$ cat config.mk
export PLATFORM = sky130hd
export DESIGN_NAME = text_console_ctrl
export DESIGN_NICKNAME = d
export VERILOG_FILES = /design/src/rtl/console_pkg.sv /design/src/rtl/text_console_ctrl.sv
export SDC_FILE = /design/constraint.sdc
export NUM_CORES = 1
export LEC_CHECK = 0
export ABC_AREA = 1
export CAP_MARGIN = 15
export CORE_UTILIZATION = 30
export DETAILED_ROUTE_END_ITERATION = 6
export PLACE_DENSITY = 0.61
export SETUP_SLACK_MARGIN = 0.2
export SLEW_MARGIN = 10
export SYNTH_ARGS = -nofsm -noshare
export SYNTH_HDL_FRONTEND = slang
export SYNTH_SLANG_ARGS = --single-unit
$ cat constraint.sdc
create_clock -name clk -period 2.55 [get_ports clk]
set_clock_uncertainty 0.05 [all_clocks]
set_input_delay 0.51 -clock clk [delete_from_list [all_inputs] [get_ports clk]]
set_output_delay 0.51 -clock clk [all_outputs]
set_load 0.05 [all_outputs]
$ cat src/rtl/console_pkg.sv
// Shared constants for the text console write controller: screen geometry, control
// characters, register decode and FSM state encodings.
package console_pkg;

  localparam int unsigned COLS  = 80;
  localparam int unsigned ROWS  = 60;
  localparam int unsigned CELLS = COLS * ROWS;

  localparam logic [7:0] CHAR_LF = 8'h0A;
  localparam logic [7:0] CHAR_CR = 8'h0D;
  localparam logic [7:0] CHAR_BS = 8'h08;

  localparam logic [15:0] BLANK = 16'h0020;

  // ADDR bit selecting the control register (1) over the data register (0)
  localparam int unsigned REG_SEL_BIT = 2;

  typedef logic [2:0] state_t;

  localparam state_t StIdle  = 3'd0;
  localparam state_t StPut   = 3'd1;
  localparam state_t StScrRd = 3'd2;
  localparam state_t StScrWr = 3'd3;
  localparam state_t StFill  = 3'd4;
  localparam state_t StClr   = 3'd5;
  localparam state_t StDone  = 3'd6;

endpackage

$ cat src/rtl/text_console_ctrl.sv
// Terminal-style write controller: turns CPU character/control writes into frame-buffer
// cell writes, owns the cursor and runs scroll/clear sequences before acknowledging.
module text_console_ctrl #(
  parameter int unsigned COLS  = console_pkg::COLS,
  parameter int unsigned ROWS  = console_pkg::ROWS,
  parameter logic [15:0] BLANK = console_pkg::BLANK
) (
  input  logic        clk,
  input  logic        reset,
  input  logic        STB,
  input  logic [31:0] ADDR,
  input  logic [31:0] DAT_I,
  output logic        ACK,
  output logic [12:0] mem_addr,
  output logic [15:0] mem_wdata,
  output logic        mem_we,
  input  logic [15:0] mem_rdata,
  output logic [6:0]  cursor_x,
  output logic [5:0]  cursor_y,
  output logic        busy
);
  import console_pkg::state_t;
  import console_pkg::StIdle;
  import console_pkg::StPut;
  import console_pkg::StScrRd;
  import console_pkg::StScrWr;
  import console_pkg::StFill;
  import console_pkg::StClr;
  import console_pkg::StDone;
  import console_pkg::CHAR_LF;
  import console_pkg::CHAR_CR;
  import console_pkg::CHAR_BS;
  import console_pkg::REG_SEL_BIT;

  localparam int unsigned Cells       = COLS * ROWS;
  localparam int unsigned ScrollCells = Cells - COLS;

  localparam logic [12:0] RowStride  = 13'(COLS);
  localparam logic [12:0] LastCell   = 13'(Cells - 1);
  localparam logic [12:0] LastScroll = 13'(ScrollCells - 1);
  localparam logic [12:0] LastFill   = 13'(COLS - 1);
  localparam logic [12:0] FillBase   = 13'(ScrollCells);
  localparam logic [6:0]  LastCol    = 7'(COLS - 1);
  localparam logic [5:0]  LastRow    = 6'(ROWS - 1);

  state_t      state_q, state_d;
  logic [6:0]  cx_q, cx_d;
  logic [5:0]  cy_q, cy_d;
  logic [12:0] cnt_q, cnt_d;
  logic [12:0] put_addr_q, put_addr_d;
  logic [15:0] put_data_q, put_data_d;
  logic        bs_q, bs_d;

  logic [7:0]  cmd_char;
  logic [6:0]  set_col;
  logic [5:0]  set_row;
  logic        unused_bits;

  assign cmd_char    = DAT_I[7:0];
  assign set_col     = DAT_I[14:8];
  assign set_row     = DAT_I[21:16];
  assign unused_bits = ^{ADDR[31:3], ADDR[1:0], DAT_I[31:22]};

  function automatic logic [12:0] cell_idx(input logic [5:0] row, input logic [6:0] col);
    return 13'(row) * RowStride + 13'(col);
  endfunction

  always_comb begin
    state_d    = state_q;
    cx_d       = cx_q;
    cy_d       = cy_q;
    cnt_d      = cnt_q;
    put_addr_d = put_addr_q;
    put_data_d = put_data_q;
    bs_d       = bs_q;

    unique case (state_q)
      StIdle: begin
        cnt_d = '0;
        if (STB) begin
          if (!ADDR[REG_SEL_BIT]) begin
            if (cmd_char == CHAR_LF) begin
              cx_d = '0;
              if (cy_q == LastRow) begin
                state_d = StScrRd;
              end else begin
                cy_d    = cy_q + 6'd1;
                state_d = StDone;
              end
            end else if (cmd_char == CHAR_CR) begin
              cx_d    = '0;
              state_d = StDone;
            end else if (cmd_char == CHAR_BS) begin
              if (cx_q == '0) begin
                state_d = StDone;
              end else begin
                put_addr_d = cell_idx(cy_q, cx_q - 7'd1);
                put_data_d = BLANK;
                bs_d       = 1'b1;
                state_d    = StPut;
              end
            end else begin
              put_addr_d = cell_idx(cy_q, cx_q);
              put_data_d = DAT_I[15:0];
              bs_d       = 1'b0;
              state_d    = StPut;
            end
          end else begin
            // Clear wins over cursor-set when both bits are written together
            if (DAT_I[0]) begin
              cx_d    = '0;
              cy_d    = '0;
              state_d = StClr;
            end else begin
              if (DAT_I[1] && set_col <= LastCol && set_row <= LastRow) begin
                cx_d = set_col;
                cy_d = set_row;
              end
              state_d = StDone;
            end
          end
        end
      end
      StPut: begin
        state_d = StDone;
        if (bs_q) begin
          cx_d = cx_q - 7'd1;
        end else if (cx_q == LastCol) begin
          cx_d = '0;
          if (cy_q == LastRow) begin
            state_d = StScrRd;
          end else begin
            cy_d = cy_q + 6'd1;
          end
        end else begin
          cx_d = cx_q + 7'd1;
        end
      end
      StScrRd: state_d = StScrWr;
      StScrWr: begin
        if (cnt_q == LastScroll) begin
          cnt_d   = '0;
          state_d = StFill;
        end else begin
          cnt_d   = cnt_q + 13'd1;
          state_d = StScrRd;
        end
      end
      StFill: begin
        if (cnt_q == LastFill) state_d = StDone;
        else cnt_d = cnt_q + 13'd1;
      end
      StClr: begin
        if (cnt_q == LastCell) state_d = StDone;
        else cnt_d = cnt_q + 13'd1;
      end
      StDone:  state_d = StIdle;
      default: state_d = StIdle;
    endcase
  end

  always_ff @(posedge clk or negedge reset) begin
    if (!reset) begin
      state_q    <= StIdle;
      cx_q       <= '0;
      cy_q       <= '0;
      cnt_q      <= '0;
      put_addr_q <= '0;
      put_data_q <= '0;
      bs_q       <= 1'b0;
    end else begin
      state_q    <= state_d;
      cx_q       <= cx_d;
      cy_q       <= cy_d;
      cnt_q      <= cnt_d;
      put_addr_q <= put_addr_d;
      put_data_q <= put_data_d;
      bs_q       <= bs_d;
    end
  end

  // Scroll reads the source a row below; its data arrives during the following write cycle
  always_comb begin
    mem_we    = 1'b0;
    mem_addr  = '0;
    mem_wdata = '0;
    unique case (state_q)
      StPut: begin
        mem_we    = 1'b1;
        mem_addr  = put_addr_q;
        mem_wdata = put_data_q;
      end
      StScrRd: mem_addr = cnt_q + RowStride;
      StScrWr: begin
        mem_we    = 1'b1;
        mem_addr  = cnt_q;
        mem_wdata = mem_rdata;
      end
      StFill: begin
        mem_we    = 1'b1;
        mem_addr  = FillBase + cnt_q;
        mem_wdata = BLANK;
      end
      StClr: begin
        mem_we    = 1'b1;
        mem_addr  = cnt_q;
        mem_wdata = BLANK;
      end
      default: ;
    endcase
  end

  assign ACK      = (state_q == StDone);
  assign busy     = (state_q != StIdle);
  assign cursor_x = cx_q;
  assign cursor_y = cy_q;

endmodule
==> results of run 1 <==
==> what timing repair did <==
| action | in CTS | in global routing |
|---|---|---|
| setup buffers | 7 | 13 |
| pin swaps | 22 | 29 |
| setup endpoints to repair | 37 | 36 |
| resized for setup | 77 | 48 |
==> cells in the final DEF (no fill, tap or decap), types with 3 or more instances in the layout <==
| master | instances |
|---|---|
| a21oi_1 | 9 |
| a21oi_2 | 4 |
| a22oi_1 | 4 |
| buf_12 | 33 |
| buf_4 | 54 |
| buf_6 | 5 |
| clkbuf_16 | 9 |
| clkdlybuf4s50_1 | 45 |
| clkinv_2 | 3 |
| dfrtp_1 | 46 |
| dfrtp_2 | 13 |
| dlygate4sd2_1 | 7 |
| ha_1 | 12 |
| ha_4 | 3 |
| inv_1 | 78 |
| inv_2 | 14 |
| nand2_1 | 227 |
| nand2_2 | 14 |
| nand2_4 | 5 |
| nand3_1 | 61 |
| nand3_2 | 7 |
| nand3b_1 | 5 |
| nand4_1 | 14 |
| nor2_1 | 33 |
| nor2_2 | 10 |
| nor2_4 | 15 |
| nor3_1 | 9 |
| o211ai_1 | 4 |
| o21ai_0 | 16 |
| o21ai_1 | 36 |
| o21ai_2 | 15 |
| o221ai_2 | 3 |
| xnor2_1 | 5 |
| xor2_1 | 12 |
| xor2_2 | 3 |
==> area by class of cell <==
class / count / area share [%]
clock buffer: 12 / 3.40
clock inverter: 3 / 0.207
sequential: 59 / 20.6
tap: 211 / 3.64
antenna: 1 / 0.0345
multi-input combinational: 550 / 44.2
inverter: 95 / 5.06
timing repair buffer: 147 / 22.9
==> worst reg2reg max path: cells and delay by family, from the launching register on <==
family / cells / cell delay, ps
AOI/OAI and AO/OA: 2 / 140
and+or+nand+nor: 5 / 550
buffers and inverters: 3 / 290
DFF: 1 / 420
xor gates and xnor gates: 1 / 150
adders and majority gates: 2 / 560
==> routing by layer <==
layer  GRT usage [%]  routed length [um]  share of wire (%)  vias to the layer above
met2            30.5                7260                 48                      140
met1            25.3                7000                 46                     2352
met3            3.01                 669                4.4                       21
met5               0                   0                  0                        -
met4            5.88                 232                1.5                        0
li1                -                   -                  -                     2628
==> sequential cells by signal, indices dropped and copies added, names as in the netlist <==
register    cells
bs_q            1
cursor_x        7
cursor_y        6
cnt_q          13
put_data_q     16
put_addr_q     13
state_q         3
==> cell families after synthesis <==
kind of cell    Yosys count  share of synthesized area [%]
simple gates            405                           37.0
xor+xnor                 20                           3.67
compound gates          106                           12.5
fa+ha+maj                19                           5.29
flops                    59                           30.9
buf+inv                 122                           10.6
==> per-stage QoR <==
| step | setup WS [ps] | area [sq um] | TNS, ps | cells |
|---|---|---|---|---|
| 6_report | -39.1 | 7250 | -91.6 | 1078 |
| 5_1_grt | -142 | 7250 | -521 | 1078 |
| 4_1_cts | 15.8 | 6950 | 0 | 1064 |
| 3_5_place_dp | -484 | 6450 | -3090 | 1042 |
| 3_3_place_gp | -430 | 6450 | -2760 | 1042 |
| 2_1_floorplan | -81.9 | 4860 | -890 | 731 |
==> worst paths after layout <==
check	start	end	slack, ps	depth (start not counted)
hold reg to reg	put_addr_q[11]$_DFFE_PN0P_	put_addr_q[11]$_DFFE_PN0P_	440	2
hold / removal	reset	cnt_q[7]$_DFFE_PN0P_	10	1
min in group clk	put_addr_q[11]$_DFFE_PN0P_	put_addr_q[11]$_DFFE_PN0P_	440	2
setup / recovery	state_q[1]$_DFFE_PN0P_	mem_addr[8]	-40	12
max in group asynchronous	reset	cursor_y[4]$_DFFE_PN0P_	1870	2
setup reg to reg	cursor_x[3]$_DFFE_PN0P_	put_addr_q[6]$_DFFE_PN0P_	320	13
==> power groups by stage <==
stage	logic, mW	registers, mW	clock network, mW
after floorplan	2.66	1.79	0
after global placement	4.53	1.56	0
after detailed placement	4.55	1.57	0
after CTS	4.75	1.56	1.11
after global routing	5.61	1.60	1.15
final	5.17	1.56	1.09
==> flow_metrics.env, run 1 <==
export IMPL_slowest_stage="dfrtp_1"
export IMPL_port_buffers=86
export IMPL_powerDensity_nw_per_um2=1080
export IMPL_synth_top_area_share_pct=30.9
export IMPL_numClockSinks=59
export IMPL_synth_distinct_cells=35
export IMPL_power_leakage_nw=3.43
export IMPL_p_int_mw=3.99
export IMPL_ctsHoldBuffers=0
export IMPL_yosysWarnings=0
export IMPL_h_tree_depth=3
export IMPL_cp_start_kind="flop"
export IMPL_num_vias=5141
export IMPL_avgSynthCellArea_sq_um=6.53
export IMPL_wire_per_inst_um=14.1
export IMPL_synth_area_top_cells="dfrtp_1, nand2_1, nand3_1"
export IMPL_grt_total_usage_pct=18.7
export IMPL_finalHoldViolations=0
export IMPL_drc=0
export IMPL_max_slew_worst_pin_slew_ps=588
export IMPL_syn_to_final_growth_pct=51.9
export IMPL_swShare_pct=49.0
export IMPL_whs_ps=12.8
export IMPL_io_pins=128
export IMPL_clock_latency_ps=330
export IMPL_maxCapViolCount=0
export IMPL_max_slew_margin_pct=60.7
export IMPL_postLayoutSetupSlackWorst_ps=-39.1
export IMPL_synth_most_common_cell="nand2_1"
export IMPL_routed_via_density=4.77
export IMPL_violations="setup timing"
export IMPL_pwr_share_seq_pct=20.0
export IMPL_crit_fanout=3
export IMPL_cp_common_cell="nand2_4"
export IMPL_p_sw_mw=3.83
export IMPL_cts_tree="built"
export IMPL_synth_flop_cell="dfrtp_1"
export IMPL_ir_worst_vdd_mv=0.542
export IMPL_initial_core_util_pct=31.1
export IMPL_post_synth_top_area_cell="dfrtp_1"
export IMPL_clkSlewWorstSetupHoldPaths_ps=50
export IMPL_drtIter0Drc=323
export IMPL_ant_nets=0
export IMPL_hold_class="input pin to async pin"
export IMPL_max_freq_ghz=0.386
export IMPL_slew_viol_final=0
export IMPL_critPathTopFamily="simple AND/OR/NAND/NOR gates"
export IMPL_synth_fp_nets=833
export IMPL_hpwl_mm=11.3
export IMPL_synthCells=731
export IMPL_path_buf_inv=4
export IMPL_drt_pass1_iter_count=5
export IMPL_multiInputGateArea_sq_um=3210
export IMPL_path_cells="nor2_4 -> nand3_2 -> nand2_1 -> inv_1 -> ha_2 -> inv_2 -> nand3_4 -> buf_6 -> nand2_4 -> nand2_4 -> o21ai_4 -> buf_12"
export IMPL_final_min_clock_period_ps=2590
export IMPL_ff_latch_area_sq_um=1490
export IMPL_synth_edf_count=0
export IMPL_setup_viol=4
export IMPL_coreArea_sq_um=15400
export IMPL_crit_required_ps=1990
export IMPL_pwr_share_clk_pct=13.9
export IMPL_nets=964
export IMPL_fin_crit_sh_pct=102
export IMPL_final_util_pct=47.2
export IMPL_root_buffer="clkbuf_16"
export IMPL_crit_path_end_kind="primary output"
export IMPL_drive_above_1_share_pct=26.7
export IMPL_gp_congestion=0.885
export IMPL_crit_arrival_ps=2030
export IMPL_comb_power_share_pct=66.1
export IMPL_ys_ff_latch=59
export IMPL_cts_buffer_depth=2
export IMPL_nFillCells=1519
export IMPL_die_area_sq_um=16400
export IMPL_power_mw=7.82
export IMPL_timing_worst_setup_path_type="flop to primary output"
export IMPL_ys_seq_area_share_pct=30.9
export IMPL_rsz0062_at_grt="yes"
export IMPL_grt_pass1_vias=4861
export IMPL_grt_max_degree=50
export IMPL_antenna_found_initial=1
export IMPL_async_reset_ff_share_pct=100
export IMPL_grt_pass1_wl_mm=24.2
export IMPL_die_w_um=128
export IMPL_die_h_um=128
export IMPL_synth_commonest_cells="nand2_1, inv_1, nand3_1, dfrtp_1, nor2_1"
export IMPL_grt_remaining_overflow=0
export IMPL_cts_buffers_inserted=9
export IMPL_status="finished with violations"
export IMPL_netlist_area_sq_um=4770
export IMPL_critPathMaxStageDelay_ps=420
export IMPL_wl_mm=15.2
export IMPL_fp_row_count=45
Power figures use the tool's default switching activity.
==> inputs of run 2 (changes only) <==
--- a/config.mk
+++ b/config.mk
@@ -9,6 +9,7 @@
 export CAP_MARGIN = 15
 export CORE_UTILIZATION = 30
 export DETAILED_ROUTE_END_ITERATION = 6
+export GPL_TIMING_DRIVEN = 0
 export PLACE_DENSITY = 0.61
 export SETUP_SLACK_MARGIN = 0.2
 export SLEW_MARGIN = 10
==> run 2 against run 1 <==
Compared with the run above:
- clock-buffer cell count did not move
- sequential cell count did not move
- the run still ends with setup timing left
- highest routed layer unchanged
- global-route usage rose by 1.1 points
- critical path type unchanged
==> flow_metrics.env, run 2 (same netlist as run 1, synthesis figures left out) <==
export IMPL_status="finished with violations"
export IMPL_violations="setup timing"
export IMPL_p_int_mw=4.05
export IMPL_cts_buffers_inserted=9
export IMPL_nets=985
export IMPL_largest_register="put_data_q"
export IMPL_top_regs="put_data_q x16, cnt_q x13, put_addr_q x13"
export IMPL_h_tree_depth=3
export IMPL_gp_congestion=0.878
export IMPL_cp_start_kind="flop"
export IMPL_final_min_clock_period_ps=2610
export IMPL_final_area_sq_um=7350
export IMPL_final_util_pct=47.8
export IMPL_pwr_share_seq_pct=19.0
export IMPL_placed_cell_area_sq_um=5980
export IMPL_grt_remaining_overflow=0
export IMPL_ctsHoldBuffers=0
export IMPL_syn_to_final_growth_pct=53.9
export IMPL_hold_class="input pin to async pin"
export IMPL_crit_arrival_ps=2050
export IMPL_insertedDiodeCount=0
export IMPL_io_pins=128
export IMPL_die_h_um=128
export IMPL_power_mw=8.09
export IMPL_ant_nets=0
export IMPL_slew_viol_final=0
export IMPL_grt_total_usage_pct=19.8
export IMPL_layout_common_cells="nand2_1, inv_1, nand3_1"
export IMPL_timing_worst_setup_path_type="flop to primary output"
export IMPL_ff_latch_area_sq_um=1490
export IMPL_hpwl_mm=11.4
export IMPL_num_vias=5305
export IMPL_drive_above_1_share_pct=30.6
export IMPL_initial_core_util_pct=31.1
export IMPL_coreArea_sq_um=15400
export IMPL_numClockSinks=59
export IMPL_clkSlewWorstSetupHoldPaths_ps=50
export IMPL_grt_pass1_vias=4985
export IMPL_root_buffer="clkbuf_16"
export IMPL_comb_power_share_pct=67.4
export IMPL_die_area_sq_um=16400
export IMPL_cts_tree="built"
export IMPL_crit_required_ps=1990
export IMPL_max_slew_worst_pin_slew_ps=796
export IMPL_crit_path_end_kind="primary output"
export IMPL_rsz0062_at_grt="yes"
export IMPL_finalHoldViolations=0
export IMPL_pwr_share_clk_pct=13.7
export IMPL_fp_row_count=45
export IMPL_wl_mm=16.5
export IMPL_drt_pass1_iter_count=5
export IMPL_postLayoutSetupSlackWorst_ps=-55.9
export IMPL_max_freq_ghz=0.384
export IMPL_ir_worst_vdd_mv=0.660
export IMPL_die_w_um=128
export IMPL_grt_max_degree=60
export IMPL_dp_cells=1028
export IMPL_p_sw_mw=4.04
export IMPL_mostFrequentLayoutCell="nand2_1"
export IMPL_port_buffers=86
export IMPL_wire_per_inst_um=15.0
export IMPL_routed_via_density=4.83
export IMPL_powerDensity_nw_per_um2=1100
export IMPL_fin_cells=1098
export IMPL_max_slew_margin_pct=46.9
export IMPL_multiInputGateArea_sq_um=3340
export IMPL_largest_reg_flops=16
export IMPL_drtIter0Drc=354
export IMPL_crit_fanout=4
export IMPL_nFillCells=1496
export IMPL_power_leakage_nw=3.52
export IMPL_swShare_pct=49.9
export IMPL_drc=0
export IMPL_cts_buffer_depth=2
export IMPL_antenna_found_initial=0
export IMPL_grt_pass1_wl_mm=25.2
export IMPL_fin_crit_sh_pct=102
export IMPL_clock_latency_ps=340
export IMPL_maxCapViolCount=0
export IMPL_setup_viol=7
-- run 2: cell count changes in the layout (fill, tap and decap cells not counted), moves of 5 or more --
cell,previous run,this run
buf_12,33,2
buf_2,1,7
buf_6,5,43
buf_8,0,5
nand2_1,227,213
nand2_2,14,21
nand2_4,5,10
-- run 2: area by class of cell --
class / instances / share of cell area (%)
clock buffer: 12 / 3.35
clock inverter: 3 / 0.204
timing repair buffer: 141 / 18.4
tap: 211 / 3.59
inverter: 95 / 5.26
sequential: 59 / 20.3
multi-input combinational: 550 / 45.5
buffer: 27 / 3.42
-- run 2: critical path, cell delays in order, from the launching register on --
cell     delay (ps)
dfrtp_2         450
nor2_4          160
nand2_2          90
nand2_2          70
nand2_1          50
inv_1            50
ha_2            170
inv_2            50
nand3_4          80
nand2_4          60
nand2_4          70
nand2_1          50
nand2_1          70
nand3_2          70
nand2_2          80
buf_8           140
-- run 2: metrics by stage --
step / TNS (ps) / hold slack, ps / worst slack (ps)
after floorplan: -890 / 164 / -81.9
after global placement: -86150 / 428 / -1400
after detailed placement: -15420 / 420 / -649
after CTS: -124 / 248 / -64.3
after global routing: -947 / 274 / -147
final: -167 / 203 / -55.9
-- run 2: final timing paths --
| path | start | endpoint | slack, ps | cells after the start |
|---|---|---|---|---|
| worst max-delay path | state_q[1]$_DFFE_PN0P_ | mem_addr[12] | -60 | 15 |
| worst min-delay path | reset | put_data_q[6]$_DFFE_PN0P_ | 200 | 1 |
| worst max register to register | cursor_x[2]$_DFFE_PN0P_ | put_addr_q[12]$_DFFE_PN0P_ | 170 | 14 |
| worst min register to register | put_addr_q[11]$_DFFE_PN0P_ | put_addr_q[11]$_DFFE_PN0P_ | 430 | 2 |
| max in group asynchronous | reset | cursor_y[2]$_DFFE_PN0P_ | 1660 | 1 |
| min in group clk | put_addr_q[11]$_DFFE_PN0P_ | put_addr_q[11]$_DFFE_PN0P_ | 430 | 2 |
-- run 2: power groups by stage --
stage	Combinational (mW)	Sequential [mW]	Clock (mW)
global placement	4.07	1.56	0
CTS	4.71	1.53	1.12
floorplan	2.66	1.79	0
finish	5.45	1.53	1.10
global route	5.87	1.59	1.16
detailed placement	4.10	1.57	0
-- run 2: timing repair --
action	in CTS	in global routing
endpoints found under the hold margin	0	0
setup buffers	34	20
gates cloned	0	1
pin swaps	23	37
gates resized for setup	294	130
setup endpoints to repair	40	37
-- run 2: per-layer routing --
metal	routed length, um	up-vias	GRT usage [%]
li1	-	2672	-
met1	7250	2457	25.1
met2	8160	149	33.6
met3	720	27	4.01
met4	371	0	6.64
met5	0	-	0
==> inputs of run 3 (changes only) <==
--- a/config.mk
+++ b/config.mk
@@ -8,6 +8,7 @@
 export ABC_AREA = 1
 export CAP_MARGIN = 15
 export CORE_UTILIZATION = 30
+export CTS_BUF_LIST = sky130_fd_sc_hd__clkbuf_4 sky130_fd_sc_hd__clkbuf_8
 export DETAILED_ROUTE_END_ITERATION = 6
 export GPL_TIMING_DRIVEN = 0
 export PLACE_DENSITY = 0.61
==> run 3 against run 2 <==
Compared with the run above:
- the flow still finishes with violations (setup timing)
- highest routed layer unchanged
- global-route usage is 0.23 points lower
- final cell count is 0.46% lower
- critical endpoint unchanged
- critical path type unchanged
- maximum frequency is 1.8% lower
==> flow_metrics.env, run 3 (same netlist as run 1, synthesis figures left out) <==
export IMPL_hold_class="input pin to async pin"
export IMPL_path_cells="buf_6 -> nor2_4 -> nand3_2 -> nand2_2 -> inv_2 -> ha_4 -> inv_4 -> nand3_4 -> nand2_4 -> nand2_4 -> nand3_1 -> nand3_2 -> nand2_2 -> buf_8"
export IMPL_crit_fanout=5
export IMPL_wire_per_inst_um=14.4
export IMPL_final_util_pct=45.1
export IMPL_max_slew_worst_pin_slew_ps=795
export IMPL_io_pins=128
export IMPL_top_regs="put_data_q x16, cnt_q x13, put_addr_q x13"
export IMPL_die_area_sq_um=16400
export IMPL_drive_above_1_share_pct=27.0
export IMPL_layout_common_cells="nand2_1, inv_1, buf_4, nand3_1, dfrtp_1"
export IMPL_grt_pass1_vias=4908
export IMPL_crit_required_ps=1990
export IMPL_grt_use_met1_pct=25.0
export IMPL_fp_row_count=45
export IMPL_gp_congestion=0.878
export IMPL_num_vias=5224
export IMPL_ir_worst_vdd_mv=0.595
export IMPL_numClockSinks=59
export IMPL_multiInputGateArea_sq_um=3170
export IMPL_die_h_um=128
export IMPL_placed_cell_area_sq_um=5980
export IMPL_drt_pass1_iter_count=5
export IMPL_nFillCells=1567
export IMPL_grt_pass1_wl_mm=24.9
export IMPL_dp_slack_ps=-649
export IMPL_drc=0
export IMPL_grt_max_degree=60
export IMPL_power_leakage_nw=3.38
export IMPL_syn_to_final_growth_pct=45.1
export IMPL_largest_reg_flops=16
export IMPL_die_w_um=128
export IMPL_crit_arrival_ps=2090
export IMPL_violations="setup timing"
export IMPL_root_buffer="clkbuf_8"
export IMPL_clkSlewWorstSetupHoldPaths_ps=80
export IMPL_final_min_clock_period_ps=2650
export IMPL_hpwl_mm=11.4
export IMPL_largest_register="put_data_q"
export IMPL_r2r_end="put_addr_q[8]$_DFFE_PN0P_"
export IMPL_slowest_stage="dfrtp_1"
export IMPL_clock_latency_ps=370
export IMPL_grt_remaining_overflow=0
export IMPL_antenna_found_initial=0
export IMPL_final_area_sq_um=6930
export IMPL_cts_buffers_inserted=9
export IMPL_use_met3_pct=4.17
export IMPL_nets=980
export IMPL_ant_nets=0
export IMPL_port_buffers=86
export IMPL_slew_viol_final=0
export IMPL_top_usage_layer="met2"
export IMPL_r2r_cells=13
export IMPL_drtIter0Drc=271
export IMPL_critPathTopFamily="simple AND/OR/NAND/NOR gates"
export IMPL_powerDensity_nw_per_um2=1060
export IMPL_rsz0062_at_grt="yes"
export IMPL_status="finished with violations"
export IMPL_critPathMaxStageDelay_ps=370
export IMPL_power_mw=7.37
export IMPL_rr_startpoint="cursor_x[1]$_DFFE_PN0P_"
export IMPL_crit_path_end_kind="primary output"
export IMPL_fin_crit_sh_pct=104
export IMPL_insertedDiodeCount=0
export IMPL_initial_core_util_pct=31.1
export IMPL_cp_start_kind="flop"
export IMPL_gr_usage_met2_pct=32.5
export IMPL_cts_buffer_depth=2
export IMPL_postLayoutSetupSlackWorst_ps=-104
export IMPL_maxCapViolCount=0
export IMPL_ff_latch_area_sq_um=1490
export IMPL_grt_total_usage_pct=19.6
export IMPL_wl_mm=15.8
export IMPL_cts_tree="built"
export IMPL_h_tree_depth=3
export IMPL_r2r_slack_ps=260
export IMPL_path_buf_inv=4
export IMPL_max_slew_margin_pct=47.0
export IMPL_setup_viol=8
export IMPL_crit_start="state_q[0]$_DFFE_PN0P_"
export IMPL_routed_via_density=4.78
export IMPL_finalHoldViolations=0
export IMPL_timing_worst_setup_path_type="flop to primary output"
export IMPL_mostFrequentLayoutCell="nand2_1"
export IMPL_coreArea_sq_um=15400
export IMPL_max_freq_ghz=0.377
run 3: cell types whose count changed in the layout (fill, tap and decap cells not counted), moves of 4 or more:
cell	before	now
o21ai_0	16	21
nand2_1	213	227
buf_6	43	32
buf_4	50	63
nand3_1	59	63
clkbuf_16	11	0
o21ai_2	13	7
clkbuf_8	1	11
nand2_2	21	13
nand2_4	10	6
run 3: layout make-up:
| cell class | instances | share of cell area (%) |
|---|---|---|
| clock inverter | 3 | 0.217 |
| tap | 211 | 3.81 |
| timing repair buffer | 136 | 17.9 |
| clock buffer | 12 | 2.20 |
| inverter | 95 | 5.47 |
| sequential | 59 | 21.5 |
| buffer | 27 | 3.14 |
| multi-input combinational | 550 | 45.7 |
run 3: metrics by stage:
step | cells | hold WS [ps] | TNS (ps)
final | 1093 | 185 | -468
after global routing | 1093 | 243 | -2400
after detailed placement | 1028 | 420 | -15420
after floorplan | 731 | 164 | -890
after CTS | 1072 | 214 | -271
after global placement | 1028 | 428 | -86150
run 3: per-layer routing:
| layer | wire (um) | part of all wire, % | vias to the layer above |
|---|---|---|---|
| met3 | 562 | 3.6 | 28 |
| met5 | 0 | 0 | - |
| met2 | 7620 | 48 | 117 |
| met4 | 340 | 2.2 | 0 |
| li1 | - | - | 2658 |
| met1 | 7250 | 46 | 2421 |
run 3: how the worst max path moves through the flow:
stage,end,slack (ps),cells after the start
final,mem_addr[12],-100,14
after CTS,mem_addr[10],-80,14
after global routing,mem_addr[0],-220,7
after global placement,cursor_y[4]$_DFFE_PN0P_,-1400,1
after floorplan,mem_wdata[0],-80,6
after detailed placement,put_addr_q[12]$_DFFE_PN0P_,-650,15
run 3: worst reg2reg max path: stages (launching register included):
cell and delay, ps:
dfrtp_2 440, inv_4 80, ha_4 160, nand2_2 50, xor2_1 150, nand2_1 80
o21ai_2 60, ha_2 200, fa_2 410, nand2_4 100, a21oi_4 60, buf_6 120
xor2_1 140, o21ai_1 100
run 3: where the power goes:
part	internal [mW]	total, mW	switching (mW)
clock network	0.390	0.773	0.383
registers	1.28	1.53	0.246
logic	1.90	5.06	3.16
total	3.58	7.37	3.79
run 3: timing repair:
item                                    in CTS  in global routing
pin swaps                                   25                 31
hold buffers                                 0                  0
endpoints found under the setup margin      40                 37
setup buffers                               29                 21
gates resized for setup                    269                 91
